--- config.mk ---
export PLATFORM = sky130hd
export DESIGN_NAME = dm_arbiter
export DESIGN_NICKNAME = d
export VERILOG_FILES = /design/src/rtl/dm_arbiter.sv
export SDC_FILE = /design/constraint.sdc
export NUM_CORES = 1
export LEC_CHECK = 0
export CAP_MARGIN = 15
export CORE_MARGIN = 2
export CORE_UTILIZATION = 27
export CTS_BUF_LIST = sky130_fd_sc_hd__clkbuf_4 sky130_fd_sc_hd__clkbuf_8
export DETAILED_ROUTE_END_ITERATION = 8
export HOLD_SLACK_MARGIN = 0.15
export PLACE_DENSITY_LB_ADDON = 0.25
export SLEW_MARGIN = 10
export SYNTH_ARGS = -nofsm -noshare
export SYNTH_HDL_FRONTEND = slang
export SYNTH_SLANG_ARGS = --single-unit
--- constraint.sdc ---
create_clock -name core_clk -period 3.4 [get_ports core_clk]
set_clock_uncertainty 0.2 [all_clocks]
set_input_delay 0.34 -clock core_clk [delete_from_list [all_inputs] [get_ports core_clk]]
set_output_delay 0.34 -clock core_clk [all_outputs]
set_load 0.05 [all_outputs]
--- src/rtl/dm_arbiter.sv ---
// dm_arbiter: round-robin sharing of datamem between core single accesses and vector strided bursts
module dm_arbiter #(
  parameter int ADDR_W = 10,
  parameter int DATA_W = 32,
  parameter int LEN_W  = 5
) (
  input  logic              core_clk,
  input  logic              rst,
  input  logic              c_req,
  input  logic [3:0]        c_we,
  input  logic [ADDR_W-1:0] c_addr,
  input  logic [DATA_W-1:0] c_wdata,
  output logic              c_gnt,
  output logic              c_rvalid,
  output logic [DATA_W-1:0] c_rdata,
  input  logic              v_req,
  input  logic              v_we,
  input  logic [ADDR_W-1:0] v_base,
  input  logic [ADDR_W-1:0] v_stride,
  input  logic [LEN_W-1:0]  v_len,
  input  logic [DATA_W-1:0] v_wdata,
  output logic              v_gnt,
  output logic              v_wready,
  output logic              v_rvalid,
  output logic [DATA_W-1:0] v_rdata,
  output logic [LEN_W-1:0]  v_ridx,
  output logic              v_done,
  output logic [3:0]        dm_write,
  output logic [ADDR_W-1:0] data_addr,
  output logic [DATA_W-1:0] data_in,
  input  logic [DATA_W-1:0] data_out
);
  typedef enum logic {IDLE, VBURST} state_t;
  state_t state, state_n;
  logic last;
  logic bw;
  logic [ADDR_W-1:0] baddr, bstride;
  logic [LEN_W-1:0] blen, i;
  logic c_win, v_win, burst, last_el;
  // last = 1 means the vector side won most recently, so the core has priority
  assign c_win   = !rst && state == IDLE && c_req && (!v_req || last);
  assign v_win   = !rst && state == IDLE && v_req && (!c_req || !last);
  assign burst   = state == VBURST;
  assign last_el = i == blen - LEN_W'(1);
  always_ff @(posedge core_clk or posedge rst)
    if (rst) state <= IDLE;
    else state <= state_n;
  always_comb
    state_n = v_win ? (v_len != '0 ? VBURST : IDLE) : (burst && last_el) ? IDLE : state;
  // baddr accumulates the stride each element, wrapping at ADDR_W bits
  always_ff @(posedge core_clk or posedge rst)
    if (rst) begin
      last     <= 1'b1;
      bw       <= 1'b0;
      baddr    <= '0;
      bstride  <= '0;
      blen     <= '0;
      i        <= '0;
      c_rvalid <= 1'b0;
      v_rvalid <= 1'b0;
      v_ridx   <= '0;
      v_done   <= 1'b0;
    end else begin
      if (c_win) last <= 1'b0;
      if (v_win) begin
        last    <= 1'b1;
        bw      <= v_we;
        baddr   <= v_base;
        bstride <= v_stride;
        blen    <= v_len;
        i       <= '0;
      end else if (burst) begin
        baddr <= baddr + bstride;
        i     <= i + LEN_W'(1);
      end
      c_rvalid <= c_win && c_we == 4'b0000;
      v_rvalid <= burst && !bw;
      v_ridx   <= (burst && !bw) ? i : '0;
      v_done   <= (v_win && v_len == '0) || (burst && last_el);
    end
  always_comb begin
    c_gnt     = c_win;
    v_gnt     = v_win;
    v_wready  = burst && bw;
    dm_write  = c_win ? c_we : v_wready ? 4'b1111 : 4'b0000;
    data_addr = c_win ? c_addr : burst ? baddr : '0;
    data_in   = c_win ? c_wdata : v_wready ? v_wdata : '0;
    c_rdata   = c_rvalid ? data_out : '0;
    v_rdata   = v_rvalid ? data_out : '0;
  end
endmodule

==> metrics.md <==
| Metric | Value |
|---|---|
| Outcome | completed |
| Total standard cell area after synthesis | 0.002980 mm² |
| Final layout net count | about 760 |
| Power, Total | 5.764 mW |
| Largest cells by area after synthesis | sky130_fd_sc_hd__dfrtp_1 34%, sky130_fd_sc_hd__and2_1 15%, sky130_fd_sc_hd__a22o_1 12% |
| Path type of the worst setup path | in2out |
| Number of flip-flops and latches in the synthesized netlist | 41 |
| Final setup violation count | 0 |
| Antenna Nets Post-Route | 0 |
| CTS clk-pin slew, worst paths | 0.09 ns |
| Final count of pins violating max slew | 0 |
| Cell Pwr Density | roughly 900 mW/mm² |
| Die height | 109.1 µm |
| Total of hold buffers inserted after clock tree synthesis | 0 |
| Syn Area/Cell | roughly 8.4 µm² |
| Minimum period implied by the final worst setup slack | 2.975 ns |
| Area leader, netlist | sky130_fd_sc_hd__dfrtp_1 |
| Via count of the first global-routing pass | approximately 3400 |
| Crit path capture type | output pin |
| Register Area | around 0.0010 mm² |
| CTS buffer count | 5 |
| DRC violations left | 0 |
| Iteration count of the initial detailed-routing pass | 4 |
| Count of flip-flops with a built-in enable after synthesis | 0 |
| HPWL after DPL | about 10000 µm |
| Cell-internal power | around 2.9 mW |
| Clock sink total | 41 |
| Unrepaired setup endpoints after global routing | no |
| PortBufs | between 200 and 300 |
| Initial antenna violation count | 0 |
| Net count after synthesis | a little over 500 |
| Total via count after detailed routing | ~3500 |
| Total congestion overflow | 0 |
| Highest ir drop seen on vdd | 0.5225 mV |
| Combinational Power Share | between 70% and 80% |
| Fill count | 950 |
| Boundary pin count | roughly 260 |
| Number of vias per cell after detailed routing | 4.686 |
| Switching share of total power | between 50% and 60% |
| Worst-Margin Slew | between 0.7 and 0.8 ns |
| Number of maximum-capacitance constraint violations | 0 |
| Maximum clock rate | roughly 340 MHz |
| Number of cells after detailed placement | between 700 and 800 |
| Starting density of the core | 27.61% |
| Maximum number of pins on one net before global-route repair | 42 |
| Kind of start point of the critical path | input pin |
| Core area | 0.01079 mm² |
| Clock root buffer | sky130_fd_sc_hd__clkbuf_8 |
| Register share of total power | between 10% and 20% |
| WL per Instance | between 15 and 20 µm |
| Required time of the critical path | 2.86 ns |
| Worst relative slew slack | 49.98% |
| Number of instances in the synthesized netlist | 355 |
| Crit-path max FO | 12 |
| Classification of the worst-slack hold path | reg2reg |
| Row count | 38 |
| Post-CTS sizing | 0 |
| Latest clock arrival within the worst-skew pair | 0.30 ns |
| Synth-to-Final Area Change | 109.1% |
| Die area | roughly 0.012 mm² |
| Buffers inserted during post-CTS setup optimization | 0 |
| Initial DRC Count | about 110 |
| Count of endpoints failing hold in the final timing report | 0 |
| Number of warnings issued by yosys | 0 |
| Max Buffers Root-to-Sink | 2 |
| Sum of negative setup slack | 0 ns |
| Final Util | slightly below 60% |
| Post-synth top flop | sky130_fd_sc_hd__dfrtp_1 |
| CTS tree | built |
| Share of the cycle needed by the critical path after routing | a little under 90% |
| Share of async-settable or async-resettable flops after synthesis | between 90% and 100% |
| Ant diodes | 0 |
| Net switching power of the design | around 2.9 mW |
| Top cell type's share of synthesized area | between 30% and 40% |
| Gpl congestion | ~0.86 |
| Post-route non-filler standard cell count | 746 |
| Share of layout cells above drive strength 1 | 9.901% |
| Final hold slack | around 0.29 ns |
| Global router's overall resource usage | between 15 and 20% |
| Standby leakage power | between 2 and 3 nW |
| Clock power frac | under 10% |
| Footprint of the multi-input gates | approximately 0.0018 mm² |
| Aggregate routed wire length | 12470 µm |
| Number of levels in the clock H-tree | 2 |
| Die X-Extent | roughly 110 µm |
| Global-route wire length before repair | around 18000 µm |
| Proportion of synthesized chip area in sequential cells | 34.47% |
| Critical Path AT | between 2 and 2.5 ns |
| Library cells used by synthesis | 41 |
[cell usage after synthesis (all sizes together), types with 2 or more instances]
| cell | number |
|---|---|
| nor3 | 4 |
| o31ai | 2 |
| and3 | 3 |
| a22oi | 4 |
| xor2 | 7 |
| clkbuf | 11 |
| a21o | 8 |
| xnor2 | 8 |
| nor2 | 12 |
| ha | 11 |
| nand4 | 3 |
| a21oi | 14 |
| o21ai | 12 |
| buf | 12 |
| and2 | 72 |
| nand2 | 61 |
| dfrtp | 40 |
| nand3 | 2 |
| inv | 11 |
| a22o | 42 |
[sequential cells by signal, summed over array words and instances, names as in the netlist]
name,cells
baddr,10
blen,5
bstride,10
burst,1
bw,1
c_rvalid,1
i,5
last,1
v_done,1
v_ridx,5
v_rvalid,1
[power groups by stage]
stage / registers [mW] / clock network, mW / logic (mW)
after floorplan: 1.02 / 0 / 2.65
after global placement: 0.977 / 0 / 4.27
after detailed placement: 0.985 / 0 / 4.33
after CTS: 0.977 / 0.483 / 4.35
after global routing: 1.02 / 0.500 / 4.58
final: 0.971 / 0.473 / 4.32
[routing by layer]
| metal | vias up | share of wire, % | GRT usage [%] |
|---|---|---|---|
| met4 | 0 | 1.5 | 4.579 |
| met5 | - | 0 | 0 |
| met2 | 131 | 53 | 37.84 |
| li1 | 1723 | - | - |
| met1 | 1630 | 38 | 22.41 |
| met3 | 12 | 7.6 | 4.065 |
[final cells by class]
type	count	share of cell area, %
Inverter	11	0.6627
Clock inverter	3	1.104
Timing Repair Buffer	266	48.55
Sequential cell	41	16.49
Clock buffer	5	1.104
Tap cell	140	2.811
Multi-Input combinational cell	280	29.28
[kinds of logic (layout without fill, tap and decap cells)]
logic type | count (synthesis) | count (layout) | synth area share (%)
adders and majority gates | 12 | 12 | 5.290
xor gates and xnor gates | 15 | 15 | 4.408
DFF | 41 | 41 | 34.47
buffers and inverters | 34 | 285 | 4.702
AOI/OAI and AO/OA | 91 | 91 | 23.22
muxes | 1 | 1 | 0.3359
and+or+nand+nor | 161 | 161 | 27.58
[critical path, stage by stage]
cell and delay (ns):
sky130_fd_sc_hd__clkdlybuf4s50_1 0.43, sky130_fd_sc_hd__nor2_2 0.19, sky130_fd_sc_hd__nand2_1 0.12, sky130_fd_sc_hd__a21oi_4 0.34, sky130_fd_sc_hd__a22o_1 0.20, sky130_fd_sc_hd__clkdlybuf4s50_1 0.80
[cell usage in the layout, fill, tap and decap left out, types with 3 or more instances in the layout]
cell type,count
sky130_fd_sc_hd__a21oi_1,13
sky130_fd_sc_hd__inv_1,10
sky130_fd_sc_hd__ha_1,11
sky130_fd_sc_hd__and2_1,72
sky130_fd_sc_hd__a22o_1,42
sky130_fd_sc_hd__nor2_1,11
sky130_fd_sc_hd__o21ai_1,5
sky130_fd_sc_hd__nor3_1,4
sky130_fd_sc_hd__buf_12,38
sky130_fd_sc_hd__xnor2_1,8
sky130_fd_sc_hd__a22oi_1,4
sky130_fd_sc_hd__nand2_1,61
sky130_fd_sc_hd__nand4_1,3
sky130_fd_sc_hd__a21o_1,8
sky130_fd_sc_hd__clkdlybuf4s50_1,221
sky130_fd_sc_hd__dfrtp_1,40
sky130_fd_sc_hd__clkbuf_8,5
sky130_fd_sc_hd__xor2_1,7
sky130_fd_sc_hd__and3_1,3
sky130_fd_sc_hd__o21ai_0,6
sky130_fd_sc_hd__buf_4,7
[stage by stage]
stage          instance area (µm²)  setup WS (ns)
2_1_floorplan                 2980          1.066
3_3_place_gp                  6093         0.4969
3_5_place_dp                  6093         0.4038
4_1_cts                       6231         0.4009
5_1_grt                       6231         0.3225
6_report                      6231         0.4250
[worst paths after layout]
path | startpoint | to | slack (ns) | depth (start not counted)
min | bstride[7] | bstride[7] | 0.29 | 2
min in group asynchronous | rst | bstride[8] | 0.31 | 3
max reg2reg | baddr[0] | baddr[6] | 0.98 | 8
max | rst | data_addr[8] | 0.43 | 6
max in group asynchronous | rst | blen[0] | 2.31 | 3
min reg2reg | bstride[7] | bstride[7] | 0.29 | 2
Power figures use the tool's default switching activity.
